## src/rtl/writeback_arbiter_if.sv

```systemverilog
// writeback_arbiter_if: ALU/LSU write-back handshake and register-file write port bundle
interface writeback_arbiter_if #(
    parameter int DATA_WIDTH     = 32,
    parameter int REG_ADDR_WIDTH = 5,
    parameter int FIFO_DEPTH     = 2
);
    localparam int PW = $clog2(FIFO_DEPTH + 1);
    logic                      alu_valid;
    logic [REG_ADDR_WIDTH-1:0] alu_rd;
    logic [DATA_WIDTH-1:0]     alu_data;
    logic                      lsu_valid;
    logic                      lsu_ready;
    logic [REG_ADDR_WIDTH-1:0] lsu_rd;
    logic [DATA_WIDTH-1:0]     lsu_data;
    logic                      alu_hold;
    logic                      wb_en;
    logic [REG_ADDR_WIDTH-1:0] wb_addr;
    logic [DATA_WIDTH-1:0]     wb_data;
    logic [PW-1:0]             lsu_pending;
    modport master (
        output alu_valid, alu_rd, alu_data, lsu_valid, lsu_rd, lsu_data,
        input  lsu_ready, alu_hold, wb_en, wb_addr, wb_data, lsu_pending
    );
    modport slave (
        input  alu_valid, alu_rd, alu_data, lsu_valid, lsu_rd, lsu_data,
        output lsu_ready, alu_hold, wb_en, wb_addr, wb_data, lsu_pending
    );
endinterface

```

## src/rtl/writeback_arbiter.sv

```systemverilog
// writeback_arbiter: ALU-priority merge of ALU and buffered LSU results onto one register-file write port
module writeback_arbiter #(
    parameter int DATA_WIDTH     = 32,
    parameter int REG_ADDR_WIDTH = 5,
    parameter int FIFO_DEPTH     = 2,
    parameter int STARVE_LIMIT   = 4
) (
    input  logic                 clk,
    input  logic                 reset,
    writeback_arbiter_if.slave   bus
);
    localparam int PW   = $clog2(FIFO_DEPTH + 1);
    localparam int PTRW = FIFO_DEPTH > 1 ? $clog2(FIFO_DEPTH) : 1;
    localparam int SW   = $clog2(STARVE_LIMIT + 1);
    logic [REG_ADDR_WIDTH-1:0] rd_mem_q [FIFO_DEPTH];
    logic [DATA_WIDTH-1:0]     data_mem_q [FIFO_DEPTH];
    logic [PTRW-1:0]           rd_ptr_q, rd_ptr_d, wr_ptr_q, wr_ptr_d;
    logic [PW-1:0]             cnt_q, cnt_d;
    logic [SW-1:0]             starve_q, starve_d;
    logic                      wb_en_q, wb_en_d;
    logic [REG_ADDR_WIDTH-1:0] wb_addr_q, wb_addr_d, sel_rd;
    logic [DATA_WIDTH-1:0]     wb_data_q, wb_data_d, sel_data;
    logic                      full, empty, pop, bypass, push, sel_valid;
    assign full   = cnt_q == PW'(FIFO_DEPTH);
    assign empty  = cnt_q == '0;
    assign pop    = !bus.alu_valid && !empty;
    assign bypass = !bus.alu_valid && empty && bus.lsu_valid;
    assign push   = bus.lsu_valid && !full && !bypass && (bus.lsu_rd != '0);
    assign bus.lsu_ready   = !full;
    assign bus.alu_hold    = starve_q == SW'(STARVE_LIMIT);
    assign bus.lsu_pending = cnt_q;
    assign bus.wb_en       = wb_en_q;
    assign bus.wb_addr     = wb_addr_q;
    assign bus.wb_data     = wb_data_q;
    // Pick the winning source, then derive write-back, FIFO and starvation next state
    always_comb begin
        sel_valid = bus.alu_valid || pop || bypass;
        sel_rd    = bus.alu_valid ? bus.alu_rd : pop ? rd_mem_q[rd_ptr_q] : bus.lsu_rd;
        sel_data  = bus.alu_valid ? bus.alu_data : pop ? data_mem_q[rd_ptr_q] : bus.lsu_data;
        wb_en_d   = sel_valid && (sel_rd != '0);
        wb_addr_d = wb_en_d ? sel_rd : wb_addr_q;
        wb_data_d = wb_en_d ? sel_data : wb_data_q;
        cnt_d     = cnt_q + PW'(push) - PW'(pop);
        wr_ptr_d  = !push ? wr_ptr_q : (wr_ptr_q == PTRW'(FIFO_DEPTH - 1)) ? '0 : wr_ptr_q + 1'b1;
        rd_ptr_d  = !pop ? rd_ptr_q : (rd_ptr_q == PTRW'(FIFO_DEPTH - 1)) ? '0 : rd_ptr_q + 1'b1;
        starve_d  = (empty || pop) ? '0 : (bus.alu_valid && !bus.alu_hold) ? starve_q + 1'b1 : starve_q;
    end
    // Control and write-back registers; reset drops any buffered or pending write at once
    always_ff @(posedge clk or posedge reset) begin
        if (reset) begin
            rd_ptr_q  <= '0;
            wr_ptr_q  <= '0;
            cnt_q     <= '0;
            starve_q  <= '0;
            wb_en_q   <= 1'b0;
            wb_addr_q <= '0;
            wb_data_q <= '0;
        end else begin
            rd_ptr_q  <= rd_ptr_d;
            wr_ptr_q  <= wr_ptr_d;
            cnt_q     <= cnt_d;
            starve_q  <= starve_d;
            wb_en_q   <= wb_en_d;
            wb_addr_q <= wb_addr_d;
            wb_data_q <= wb_data_d;
        end
    end
    // Buffer storage needs no reset; occupancy alone says which entries are live
    always_ff @(posedge clk) begin
        if (push) begin
            rd_mem_q[wr_ptr_q]   <= bus.lsu_rd;
            data_mem_q[wr_ptr_q] <= bus.lsu_data;
        end
    end
endmodule

```

## src/flat_wrapper.sv

```systemverilog
// flat-port wrapper written by rule: the top's interface ports become plain ports
module writeback_arbiter_flat 
#(
    parameter int DATA_WIDTH     = 32,
    parameter int REG_ADDR_WIDTH = 5,
    parameter int FIFO_DEPTH     = 2,
    parameter int STARVE_LIMIT   = 4
)
  (clk, reset, bus_alu_valid, bus_alu_rd, bus_alu_data, bus_lsu_valid, bus_lsu_rd, bus_lsu_data, bus_lsu_ready, bus_alu_hold, bus_wb_en, bus_wb_addr, bus_wb_data, bus_lsu_pending);
  writeback_arbiter_if #(.DATA_WIDTH(DATA_WIDTH), .REG_ADDR_WIDTH(REG_ADDR_WIDTH), .FIFO_DEPTH(FIFO_DEPTH)) bus_i ();
  input  logic clk;
  input  logic reset;
  input wire logic [$bits(bus_i.alu_valid)-1:0] bus_alu_valid;
  input wire logic [$bits(bus_i.alu_rd)-1:0] bus_alu_rd;
  input wire logic [$bits(bus_i.alu_data)-1:0] bus_alu_data;
  input wire logic [$bits(bus_i.lsu_valid)-1:0] bus_lsu_valid;
  input wire logic [$bits(bus_i.lsu_rd)-1:0] bus_lsu_rd;
  input wire logic [$bits(bus_i.lsu_data)-1:0] bus_lsu_data;
  output wire logic [$bits(bus_i.lsu_ready)-1:0] bus_lsu_ready;
  output wire logic [$bits(bus_i.alu_hold)-1:0] bus_alu_hold;
  output wire logic [$bits(bus_i.wb_en)-1:0] bus_wb_en;
  output wire logic [$bits(bus_i.wb_addr)-1:0] bus_wb_addr;
  output wire logic [$bits(bus_i.wb_data)-1:0] bus_wb_data;
  output wire logic [$bits(bus_i.lsu_pending)-1:0] bus_lsu_pending;
  assign bus_i.alu_valid = bus_alu_valid;
  assign bus_i.alu_rd = bus_alu_rd;
  assign bus_i.alu_data = bus_alu_data;
  assign bus_i.lsu_valid = bus_lsu_valid;
  assign bus_i.lsu_rd = bus_lsu_rd;
  assign bus_i.lsu_data = bus_lsu_data;
  assign bus_lsu_ready = bus_i.lsu_ready;
  assign bus_alu_hold = bus_i.alu_hold;
  assign bus_wb_en = bus_i.wb_en;
  assign bus_wb_addr = bus_i.wb_addr;
  assign bus_wb_data = bus_i.wb_data;
  assign bus_lsu_pending = bus_i.lsu_pending;
  writeback_arbiter #(.DATA_WIDTH(DATA_WIDTH), .REG_ADDR_WIDTH(REG_ADDR_WIDTH), .FIFO_DEPTH(FIFO_DEPTH), .STARVE_LIMIT(STARVE_LIMIT)) u_core (.clk(clk), .reset(reset), .bus(bus_i));
endmodule
```

## config.mk

```make
export PLATFORM = sky130hd
export DESIGN_NAME = writeback_arbiter_flat
export DESIGN_NICKNAME = d
export VERILOG_FILES = /design/src/rtl/writeback_arbiter_if.sv /design/src/rtl/writeback_arbiter.sv /design/src/flat_wrapper.sv
export SDC_FILE = /design/constraint.sdc
export NUM_CORES = 1
export LEC_CHECK = 0
export ABC_AREA = 0
export ABC_CLOCK_PERIOD_IN_PS = 3700
export BUFFER_PORTS_ARGS = -buffer_cell sky130_fd_sc_hd__buf_2
export CAP_MARGIN = 10
export CORE_ASPECT_RATIO = 1.75
export CORE_UTILIZATION = 54
export DETAILED_ROUTE_END_ITERATION = 16
export PLACE_DENSITY = 0.83
export REMOVE_ABC_BUFFERS = 1
export SYNTH_ARGS = -nofsm -noshare
export SYNTH_HDL_FRONTEND = slang
export SYNTH_SLANG_ARGS = --single-unit
```

## constraint.sdc

```tcl
create_clock -name clk -period 3.7 [get_ports clk]
set_clock_uncertainty 0.1 [all_clocks]
set_input_delay 0.37 -clock clk [delete_from_list [all_inputs] [get_ports clk]]
set_output_delay 0.37 -clock clk [all_outputs]
set_load 0.03 [all_outputs]
```

==> impl_results.md <==
* Pre-antenna DRT Iters at 4
* Endpoint of the worst hold-timing path: u_core.data_mem_q[1][13]
* Root Driver: clkbuf_16
* Crit. End Element: flip-flop
* Cts hold-fix bufs at 0
* Mux cell area share after synthesis at 0.1656
* Setup TNS at 0 ns
* Yosys reg bits at 119
* Via count at 3565
* Slew margin rel. at 0.2804
* Max H-tree Level at 4
* Adder-cell share of the synthesized area at 0.009370
* TritonCTS Sinks at 119
* Worst VDD drop at 0.6294 mV
* I/O pin count at 120
* Yosys cell types at 31
* Final hold slack at 0.06918 ns
* Tcrit/Tclk final at 0.7277
* Async set-or-reset flop fraction in the synthesized netlist at 0.3782
* Post-CTS Setup Inserts at 0
* CTS Buf Count at 17
* Instance count of the mapped netlist at 399
* Top FF cell, synth: edfxtp_1
* Post-Synth XOR/XNOR Area at 0.008199
* Clock buffer depth at 2
* Clock-pin slew on the worst setup and hold paths at 0.05 ns
* Status: completed
* Largest net degree at the start of global routing at 67
* NumNets Final at 600
* Slew Limit Fails at 0
* CP arrival at 2.88 ns
* CTS tree: yes
* Simple-Gate Fraction of Synth Area at 0.06793
* # DRC at 0
* ANT cells at 0
* Avg WL per Cell at 17.75 um
* Die area at 0.01031 mm^2
* RSZ-0062 raised after global routing: false
* Number of max-cap violations at 0
* Critical path class: reg2reg
* Post-layout min period at 2.692 ns
* Hold WC Path Type: in2reg
* Final worst slack at 1.008 ns
* Placeable Area at 0.009527 mm^2
* Post-synthesis compound-gate area fraction at 0.08292
* Commonest non-fill, non-tap cell in the layout: buf_2
* Final WL at 11590 um
* Crit path required time at 3.88 ns
* Final ANT Viol Nets at 0
* Setup WS pre-CTS at 1.000 ns
* Worst r2r src: u_core.rd_ptr_q
* Fin. Hold Viols at 0
* Post-DP HPWL at 7756 um
* Hold depth at 1
* Final Util at 0.6891
* Antenna violations before repair at 0
* Worst flop-to-flop path endpoint: u_core.bus.wb_data[20]
* # resized after CTS at 0
* Crit path launch type: flip-flop
* Drt via density at 5.459
* # rows at 47
* Most frequent cells in the layout: 119 x buf_2, 74 x edfxtp_1, 70 x nand2_1
* Placer congestion estimate at 0.7988
* Vias in the first global route at 3842
* Syn_area_per_cell at 13.39 um^2
* Buffers on Ports at 119
* Hold wc startpoint: bus_lsu_data[13]
* Initial DRC Count at 255
* Critical path fanouts, max at 25
* Overall Power at 5554 uW
* Sequential area share after synthesis at 0.6268
* First-pass GRT wire length at 18630 um
* Setup Viol. Count Final at 0
* P&R area growth vs syn at 22.91%
* R2r setup slk at 1.01 ns
* Worst slew pin tran at 1.077 ns
* Starting Density at 0.5607
* Share of cells above drive strength 1 at 0.3785
* Leakage at 0.002926 uW
* Clk Latency, worst-skew pair at 0.40 ns
* Die X at 77.18 um
* GRT Residual Overflow at 0
* R2R depth at 6
* Mapped Area at 0.005341 mm^2
* Chip height at 133.6 um
* PwrDens at 846.0 mW/mm^2
* Yosys warnings at 0
* Number of synthesized flops with an enable pin at 74
* Largest family of logic cells by synthesized area: multiplexers
* Gr usage total at 0.2423
* Max Clk Rate at 0.3714 GHz
report_power, final:
part,internal (uW),switching (uW),leakage [uW]
clock network,1050,568,0.000274
logic,728,1120,0.00144
registers,1820,266,0.00122
total,3600,1950,0.00293
stage by stage:
stage,instances,cell area (um^2)
after floorplan,374,5174
after global placement,621,5977
after detailed placement,621,5977
after CTS,653,6565
after global routing,653,6565
final,653,6565
registers in the layout (all words and copies together), names as in the netlist:
name / flops
u_core.bus.lsu_pending: 2
u_core.bus.wb_addr: 5
u_core.bus.wb_data: 32
u_core.bus.wb_en: 1
u_core.data_mem_q: 64
u_core.rd_mem_q: 10
u_core.rd_ptr_q: 1
u_core.starve_q: 3
u_core.wr_ptr_q: 1
kinds of logic (layout without fill, tap and decap cells):
group           count (synthesis)  in the layout
flops                         119            119
mux                            73             73
xor+xnor                        5              5
buf+inv                        36            168
compound gates                 76             76
fa+ha+maj                       4              4
simple gates                   86             86
how the worst max path moves through the flow:
stage / slack (ns) / start / to / cells past startpoint
after floorplan: 0.06 / u_core.rd_ptr_q / u_core.bus.wb_data[24] / 5
after global placement: 1.12 / bus_alu_valid / u_core.bus.wb_data[6] / 8
after detailed placement: 1.00 / bus_alu_valid / u_core.bus.wb_data[3] / 8
after CTS: 1.02 / u_core.rd_ptr_q / u_core.bus.wb_data[1] / 6
after global routing: 0.89 / u_core.rd_ptr_q / u_core.bus.wb_data[26] / 6
final: 1.01 / u_core.rd_ptr_q / u_core.bus.wb_data[20] / 6
synth_stat cells, drive strengths merged, types with 3 or more instances:
master / instances / area share
nor2: 4 / 0.0028
dfrtp: 45 / 0.21
inv: 11 / 0.0077
xnor2: 4 / 0.0066
a21oi: 3 / 0.0049
ha: 4 / 0.0094
buf: 11 / 0.022
nor3: 3 / 0.0028
nand2: 70 / 0.049
mux2i: 37 / 0.069
mux2: 36 / 0.096
nor4: 5 / 0.0082
a221oi: 4 / 0.011
edfxtp: 74 / 0.42
clkbuf: 14 / 0.0098
o21ai: 66 / 0.062
critical path, stage by stage (launching register included):
cell and delay, ns:
dfrtp_2 0.86, mux2i_1 0.33, a221oi_2 0.11, nor4_2 0.44
a21oi_4 0.10, buf_4 0.26, mux2_4 0.33
cell type report:
class | instances | area [um^2]
Sequential cell | 119 | 3349
Tap cell | 122 | 152.6
Clock buffer | 19 | 432.9
Multi-Input combinational cell | 244 | 1793
Fill cell | 687 | 2962
Inverter | 11 | 41.29
Timing Repair Buffer | 125 | 640.6
Clock inverter | 13 | 155.1
per-layer routing:
layer | up-vias | wire (um) | track usage
met3 | 28 | 442 | 0.05890
met4 | 0 | 384 | 0.1331
met5 | - | 0 | 0
met1 | 1754 | 4172 | 0.2460
li1 | 1680 | - | -
met2 | 103 | 6594 | 0.4449
Power figures use the tool's default switching activity.
